`src/rtl/sata_dma_stream_arbiter.sv`:
```
// ============================================================================
// sata_dma_stream_arbiter: two-channel round-robin packet arbiter feeding the
// DMA resync buffer write port. Optional macro: SATA_DMA_ARB_STAT_EN.
// Revision: 1.0
// ============================================================================
`default_nettype none

module sata_dma_stream_arbiter #(
  parameter int DWIDTH = 32,
  parameter int MAXLEN = 256
) (
  input  logic              clk,
  input  logic              reset,
  input  logic [DWIDTH-1:0] in0_dat,
  input  logic              in0_eop,
  input  logic              in0_val,
  output logic              in0_rdy,
  input  logic [DWIDTH-1:0] in1_dat,
  input  logic              in1_eop,
  input  logic              in1_val,
  output logic              in1_rdy,
  output logic [DWIDTH-1:0] out_dat,
  output logic              out_eop,
  output logic              out_val,
  input  logic              out_rdy,
  output logic [1:0]        grant,
  output logic [1:0]        trunc_err,
  input  logic              trunc_clr,
  output logic [15:0]       pkt_cnt0,
  output logic [15:0]       pkt_cnt1
);

  localparam int LENW = $clog2(MAXLEN);
  localparam logic [LENW-1:0] LEN_LAST = LENW'(MAXLEN - 1);

  // Encoding chosen so the state register doubles as the one-hot grant.
  localparam logic [1:0] S_IDLE = 2'b00;
  localparam logic [1:0] S_OWN0 = 2'b01;
  localparam logic [1:0] S_OWN1 = 2'b10;

  logic [1:0]      state_q, state_d;
  logic            rr_q, rr_d;
  logic [LENW-1:0] len_q, len_d;
  logic [1:0]      trunc_q, trunc_d;
  logic            len_last, sel_eop, xfer, eop_xfer;

  assign len_last  = (len_q == LEN_LAST);
  assign xfer      = out_val & out_rdy;
  assign eop_xfer  = xfer & out_eop;
  assign grant     = state_q;
  assign trunc_err = trunc_q;

  always_ff @(posedge clk) begin
    if (!reset) begin
      state_q <= S_IDLE;
      rr_q    <= 1'b0;
      len_q   <= '0;
      trunc_q <= 2'b00;
    end else begin
      state_q <= state_d;
      rr_q    <= rr_d;
      len_q   <= len_d;
      trunc_q <= trunc_d;
    end
  end

  always_comb begin
    state_d = state_q;
    rr_d    = rr_q;
    len_d   = len_q;
    trunc_d = trunc_clr ? 2'b00 : trunc_q;
    case (state_q)
      S_IDLE: begin
        if (in0_val && in1_val) state_d = rr_q ? S_OWN1 : S_OWN0;
        else if (in0_val)       state_d = S_OWN0;
        else if (in1_val)       state_d = S_OWN1;
      end
      S_OWN0, S_OWN1: begin
        if (eop_xfer) begin
          state_d = S_IDLE;
          len_d   = '0;
          rr_d    = (state_q == S_OWN0);
          // A forced end without the source's eop marks a truncation; set beats clear.
          if (len_last && !sel_eop) trunc_d[state_q[1]] = 1'b1;
        end else if (xfer && !len_last) begin
          len_d = len_q + 1'b1;
        end
      end
      default: state_d = S_IDLE;
    endcase
  end

  always_comb begin
    out_dat = '0;
    out_val = 1'b0;
    sel_eop = 1'b0;
    in0_rdy = 1'b0;
    in1_rdy = 1'b0;
    case (state_q)
      S_OWN0: begin
        out_dat = in0_dat;
        out_val = in0_val;
        sel_eop = in0_eop;
        in0_rdy = out_rdy;
      end
      S_OWN1: begin
        out_dat = in1_dat;
        out_val = in1_val;
        sel_eop = in1_eop;
        in1_rdy = out_rdy;
      end
      default: ;
    endcase
    out_eop = (state_q != S_IDLE) && (sel_eop || len_last);
  end

`ifdef SATA_DMA_ARB_STAT_EN
  logic [15:0] cnt0_q, cnt1_q;

  always_ff @(posedge clk) begin
    if (!reset) begin
      cnt0_q <= 16'd0;
      cnt1_q <= 16'd0;
    end else if (eop_xfer) begin
      if (state_q == S_OWN0) cnt0_q <= cnt0_q + 16'd1;
      if (state_q == S_OWN1) cnt1_q <= cnt1_q + 16'd1;
    end
  end

  assign pkt_cnt0 = cnt0_q;
  assign pkt_cnt1 = cnt1_q;
`else
  assign pkt_cnt0 = 16'd0;
  assign pkt_cnt1 = 16'd0;
`endif

endmodule

`default_nettype wire

```
`config.mk`:
```
export PLATFORM = sky130hd
export DESIGN_NAME = sata_dma_stream_arbiter
export DESIGN_NICKNAME = d
export VERILOG_FILES = /design/src/rtl/sata_dma_stream_arbiter.sv
export SDC_FILE = /design/constraint.sdc
export NUM_CORES = 1
export LEC_CHECK = 0
export CAP_MARGIN = 20
export CORE_MARGIN = 2
export CORE_UTILIZATION = 33
export DETAILED_ROUTE_END_ITERATION = 6
export PLACE_DENSITY = 0.87
export SLEW_MARGIN = 20
export SYNTH_ARGS = -nofsm -noshare
export SYNTH_HDL_FRONTEND = slang
export SYNTH_SLANG_ARGS = --single-unit
```
`constraint.sdc`:
```
create_clock -name clk -period 4.5 [get_ports clk]
set_input_delay 0.9 -clock clk [delete_from_list [all_inputs] [get_ports clk]]
set_output_delay 0.9 -clock clk [all_outputs]
set_load 0.02 [all_outputs]
```
-- Yosys cells after proc, flatten, opt, wreduce, memory -nomap -nowiden
Cells that the tools add are included.
- word-level logic and storage cells: 49
- output and inout bits: 72
- register bits after elaboration: 13
- eq/ne operators: 5
- order comparisons: 2
- reductions and logical operators: 15
- multiplexer cells: 19
- bitwise operators: 3
- add/subtract/negate cells: 1
- operators with widths (kind ; number):
    $pmux W32 S2 ; 1
    $mux W2 ; 9
    $mux W8 ; 2
    $add A8 B1 Y8 const B ; 1
    $eq A8 B8 Y1 const B ; 1
    $reduce_and A2 Y1 ; 3
    $logic_and A1 B1 Y1 ; 5
    $ne A4 B4 Y1 const B ; 1
    $pmux W1 S2 ; 2
    $pmux W2 S2 ; 1
    $reduce_bool A2 Y1 ; 2
    $mux W1 ; 3
    $and A1 B1 Y1 ; 2
    $eq A2 B1 Y1 const B ; 1
    $eq A2 B2 Y1 const B ; 1
    $logic_not A1 Y1 ; 2
    $logic_not A2 Y1 ; 1
    $lt A1 B2 Y1 const B ; 1
    $ne A2 B2 Y1 const B ; 1
    $or A2 B2 Y2 ; 1
    $reduce_or A2 Y1 ; 1
    $demux W1 S1 ; 1
    $ge A1 B1 Y1 const B ; 1
    $logic_or A1 B1 Y1 ; 1

-- Longest topological paths before layout
- depth in word-level cells: 8
- mapped depth: 8
- gate-level depth less buffers: 6

-- Worst setup path after synthesis
OpenSTA, ideal clock, no wires.
- kind: register -> output
- start: register state_q[1] (netlist: grant[1])
- end: output port out_dat[0]
- buffers on the path: 2
- cell stages (with the launch flop): 7
- setup slack: 1.871 ns
- arrival time: 1.729 ns
- path through: dfxtp_1 inv_1 ha_1 clkbuf_2 clkinv_1 clkbuf_1 nor2_1
- cells in the longest elaborated chain, start to end: 2
- ends and longest elaborated chain (what ; RTL line ; text):
    start: declaration ; 41 ; logic [1:0] state_q, state_d;
    start signal: assignment ; 60 ; state_q <= state_d;
    $eq A2 B2 Y1 or $eq A2 B1 Y1 (tied branches) ; 99 ; case (state_q)
    $pmux W32 S2 (*) ; 99 ;
    end: declaration ; 22 ; output logic [DWIDTH-1:0] out_dat,
Mark *: on every way between the ends. The rest lies on a longest branch, timed or not.

-- Worst setup path in the final report
- start: input port in1_eop
- end: output port out_eop
- cells in the longest elaborated chain, start to end: 3
- ends and longest elaborated chain (what ; RTL line ; text):
    start: declaration ; 19 ; input logic in1_eop,
    $pmux W1 S2 ; 99 ;
    $logic_or A1 B1 Y1 ; 114 ; out_eop = (state_q != S_IDLE) && (sel_eop || len_last);
    $logic_and A1 B1 Y1 ; 114 ;
    end: declaration ; 23 ; output logic out_eop,
No other way between the ends.

==> impl_metrics.prom <==
# TYPE chip_impl_metric gauge
chip_impl_metric{name="reg2reg_depth",unit=""} 7
chip_impl_metric{name="cts_hold_repair.buffers",unit=""} 0
chip_impl_info{name="tritoncts",value="built"} 1
chip_impl_info{name="criticalPathCategory",value="in2out"} 1
chip_impl_metric{name="routedWlPerCell",unit="microns"} 15.10
chip_impl_info{name="critPathCaptureType",value="primary output"} 1
chip_impl_metric{name="postSynthCellCount",unit=""} 207
chip_impl_metric{name="die-width",unit="microns"} 71.85
chip_impl_metric{name="dpl_cell_area",unit="sq mm"} 0.002514
chip_impl_metric{name="drtAntennaViolNets",unit=""} 0
chip_impl_metric{name="area_growth_syn_to_layout",unit="%"} 68.53
chip_impl_metric{name="synth_sequential_area_ratio",unit="%"} 17.13
chip_impl_metric{name="final.period_utilization",unit="%"} 78.48
chip_impl_metric{name="routed_via_count_divided_by_cell_count",unit=""} 5.119
chip_impl_metric{name="finalClockSkew",unit="ns"} 0.006081
chip_impl_info{name="synth_common_cells",value="40 x sky130_fd_sc_hd__nor2_1, 34 x sky130_fd_sc_hd__buf_4, 33 x sky130_fd_sc_hd__a22oi_1"} 1
chip_impl_metric{name="final-setup-viol-count",unit=""} 0
chip_impl_metric{name="drc_errors",unit=""} 0
chip_impl_metric{name="vdd_drop_max",unit="uV"} 329.7
chip_impl_metric{name="avgSynthCellArea",unit="sq um"} 7.338
chip_impl_metric{name="drv_cap",unit=""} 0
chip_impl_info{name="cts-root-buf",value="sky130_fd_sc_hd__clkbuf_8"} 1
chip_impl_metric{name="design.core.area",unit="sq mm"} 0.004384
chip_impl_metric{name="max_stage_delay",unit="ns"} 0.54
chip_impl_metric{name="finish.instance_area",unit="sq mm"} 0.002560
chip_impl_metric{name="cts-htree-levels",unit=""} 1
chip_impl_metric{name="postCtsSetupRepairBufs",unit=""} 0
chip_impl_metric{name="synth.distinct_cells",unit=""} 41
chip_impl_info{name="setup.worst_path.start_class",value="input port"} 1
chip_impl_metric{name="dr_total_vias",unit=""} 1848
chip_impl_metric{name="data_arrival_at_the_endpoint_of_the_critical_path",unit="ns"} 2.63
chip_impl_metric{name="setup_slack_after_layout",unit="ns"} 0.9682
chip_impl_metric{name="die-height",unit="microns"} 71.85
chip_impl_metric{name="io_buffer_count",unit=""} 111
chip_impl_metric{name="nNetsFinal",unit=""} 386
chip_impl_metric{name="yosysTopAreaCellShare",unit="%"} 17.13
chip_impl_metric{name="maximum_number_of_pins_on_one_net_before_global_route_repair",unit=""} 36
chip_impl_metric{name="i_o_pin_cnt",unit=""} 144
chip_impl_metric{name="overflow",unit=""} 0
chip_impl_metric{name="dieArea",unit="sq mm"} 0.005162
chip_impl_metric{name="dr.pass1.iters",unit=""} 5
chip_impl_metric{name="path_max_fanout",unit=""} 8
chip_impl_metric{name="num_rows",unit=""} 24
chip_impl_metric{name="tritoncts.num_buffers",unit=""} 3
chip_impl_metric{name="floorplan.initialDensity",unit="%"} 34.65
chip_impl_info{name="postSynth.topFlopCell",value="sky130_fd_sc_hd__dfxtp_1"} 1
chip_impl_metric{name="p_leak",unit="nW"} 0.9036
chip_impl_metric{name="critical_path_required",unit="ns"} 3.60
chip_impl_metric{name="cts-root-to-sink-buffers",unit=""} 2
chip_impl_metric{name="detailed_place_hpwl",unit="microns"} 4219
chip_impl_metric{name="ys_warn_count",unit=""} 0
chip_impl_info{name="start_of_the_worst_register_to_register_path",value="grant[1]"} 1
chip_impl_metric{name="async_reset_ff_share",unit="%"} 0
chip_impl_metric{name="first_iter_violations",unit=""} 98
chip_impl_metric{name="cts.repair.resized",unit=""} 0
chip_impl_metric{name="preCtsSetupSlack",unit="ns"} 1.013
chip_impl_metric{name="number_of_antenna_violations_at_the_first_check_in_global_routing",unit=""} 0
chip_impl_metric{name="worst_hold_slack",unit="ns"} 0.4814
chip_impl_metric{name="path_clk_slew",unit="ns"} 0.06
chip_impl_metric{name="setup.reg_to_reg.worst_slack",unit="ns"} 2.26
chip_impl_metric{name="final_hold_viol_count",unit=""} 0
chip_impl_info{name="outcome",value="finished, final reports clean"} 1
chip_impl_metric{name="sum_of_negative_setup_slack",unit="ns"} 0
chip_impl_info{name="min-delay-start",value="rr_q"} 1
chip_impl_info{name="setup_repair_after_global_routing_missed_its_margin",value="false"} 1
chip_impl_info{name="yosysTopAreaCell",value="sky130_fd_sc_hd__dfxtp_1"} 1
chip_impl_metric{name="post_route_cells_drive_above_1_share",unit="%"} 4.531
chip_impl_info{name="critPathMostFrequentCell",value="sky130_fd_sc_hd__clkdlybuf4s50_1"} 1
chip_impl_metric{name="postSynthRegisterBits",unit=""} 13
chip_impl_metric{name="final_max_tran_viols",unit=""} 0
chip_impl_info{name="yosysMostFrequentCell",value="sky130_fd_sc_hd__nor2_1"} 1
chip_impl_metric{name="power_per_cell_area",unit="mW/mm^2"} 432.1
chip_impl_metric{name="route.final.wire_length",unit="microns"} 5452
chip_impl_info{name="critPathSlowestCell",value="sky130_fd_sc_hd__clkdlybuf4s50_1"} 1
chip_impl_metric{name="cts.sink_count",unit=""} 13
chip_impl_metric{name="post_synthesis_instance_area",unit="sq mm"} 0.001519
chip_impl_metric{name="synth_enable_flop_cells",unit=""} 0
chip_impl_info{name="critical_path.reg2reg.endpoint",value="len_q[3]"} 1
chip_impl_info{name="whs_endpoint",value="rr_q"} 1
chip_impl_metric{name="hold_depth",unit=""} 2
chip_impl_metric{name="place.gp.congestion",unit=""} 0.8262
chip_impl_info{name="crit_chain",value="clkdlybuf4s50_1 > a22oi_1 > a2bb2oi_2 > nor2_1 > clkdlybuf4s50_1"} 1
chip_impl_metric{name="max_freq",unit="GHz"} 0.2831
chip_impl_info{name="worstHoldPathType",value="reg2reg"} 1
chip_impl_metric{name="grt_use_total",unit="%"} 19.23
chip_impl_metric{name="first_global_vias",unit=""} 1586
chip_impl_info{name="synth_top_cells_by_area",value="sky130_fd_sc_hd__dfxtp_1 17%, sky130_fd_sc_hd__buf_4 17%, sky130_fd_sc_hd__a22oi_1 16%"} 1
chip_impl_metric{name="finalWorstPathRequiredPeriod",unit="ns"} 3.532
chip_impl_metric{name="antenna_cells",unit=""} 0
chip_impl_metric{name="wire_length_of_the_first_global_routing_pass",unit="microns"} 7983
chip_impl_metric{name="later_pin_clock_latency_in_the_skew_report",unit="ns"} 0.26
-- worst max path at each step --
stage            endpoint      from  slack, ns
2_1_floorplan  out_dat[0]  grant[1]       1.87
3_3_place_gp      out_eop   in0_eop       1.05
3_5_place_dp      out_eop   in1_eop       1.01
4_1_cts           out_eop   in1_eop       0.98
5_1_grt           out_eop   in1_eop       0.91
6_report          out_eop   in1_eop       0.97
-- layout by cell type (no fill, tap or decap), types with 2 or more instances in the layout --
master,instances
sky130_fd_sc_hd__o21ai_0,4
sky130_fd_sc_hd__o31ai_1,4
sky130_fd_sc_hd__dfxtp_1,13
sky130_fd_sc_hd__a22oi_1,33
sky130_fd_sc_hd__nand2_1,7
sky130_fd_sc_hd__inv_1,4
sky130_fd_sc_hd__and3_4,2
sky130_fd_sc_hd__clkdlybuf4s50_1,111
sky130_fd_sc_hd__o21a_1,2
sky130_fd_sc_hd__buf_4,3
sky130_fd_sc_hd__or4_1,3
sky130_fd_sc_hd__clkbuf_8,3
sky130_fd_sc_hd__ha_1,4
sky130_fd_sc_hd__nor2_1,40
sky130_fd_sc_hd__a21oi_1,6
sky130_fd_sc_hd__and2_1,3
sky130_fd_sc_hd__nand2b_1,2
sky130_fd_sc_hd__o41a_1,2
sky130_fd_sc_hd__nand4_1,2
sky130_fd_sc_hd__nand3_1,4
sky130_fd_sc_hd__mux2i_1,4
sky130_fd_sc_hd__or3_1,2
sky130_fd_sc_hd__conb_1,32
sky130_fd_sc_hd__o211ai_1,2
-- stage by stage --
| step | power (mW) | instances | util, % |
|---|---|---|---|
| 3_3_place_gp | 0.9827 | 357 | 57.33 |
| 6_report | 1.106 | 361 | 58.39 |
| 3_5_place_dp | 0.9930 | 357 | 57.33 |
| 2_1_floorplan | 0.7121 | 238 | - |
| 4_1_cts | 1.109 | 361 | 58.39 |
| 5_1_grt | 1.184 | 361 | 58.39 |
-- routing by layer --
layer	wire, microns	part of all wire [%]	track usage (%)
met1	2191	40	24.55
met2	2720	50	33.64
met3	465	8.5	2.954
met4	75	1.4	5.031
met5	0	0	0
-- cell type report --
type,instances,area (sq um)
clock buffers,3,41.29
clock inverters,1,5.005
fillers,409,1824
inverters,5,18.77
multi-input cells,173,1036
flip-flops and latches,13,260.3
well taps,52,65.06
repair buffers,114,1134
-- cell families (layout without fill, tap and decap cells) --
kind of cell / count (synthesis) / count (layout) / synth area share [%]
muxes: 4 / 4 / 2.636
adders and majority gates: 4 / 4 / 3.295
other: 1 / 32 / 0.2469
and+or+nand+nor: 74 / 74 / 24.96
DFF: 13 / 13 / 17.13
buffers and inverters: 52 / 123 / 22.32
AOI/OAI and AO/OA: 59 / 59 / 29.41
-- critical path, delay by kind of cell --
kind            cells  cell delay, ns
buf+inv             2            0.97
simple gates        1            0.08
compound gates      2            0.67
-- sequential cells by signal, indices dropped and copies added, names as in the netlist --
name and count:
grant 2, rr_q 1, len_q 8, trunc_err 2
-- where the power goes --
| group | switching [mW] | internal [mW] |
|---|---|---|
| Clock | 0.0499 | 0.0616 |
| Combinational | 0.495 | 0.361 |
| Sequential | 0.0134 | 0.126 |
| Total | 0.558 | 0.548 |
(Power assumes the default switching activity.)
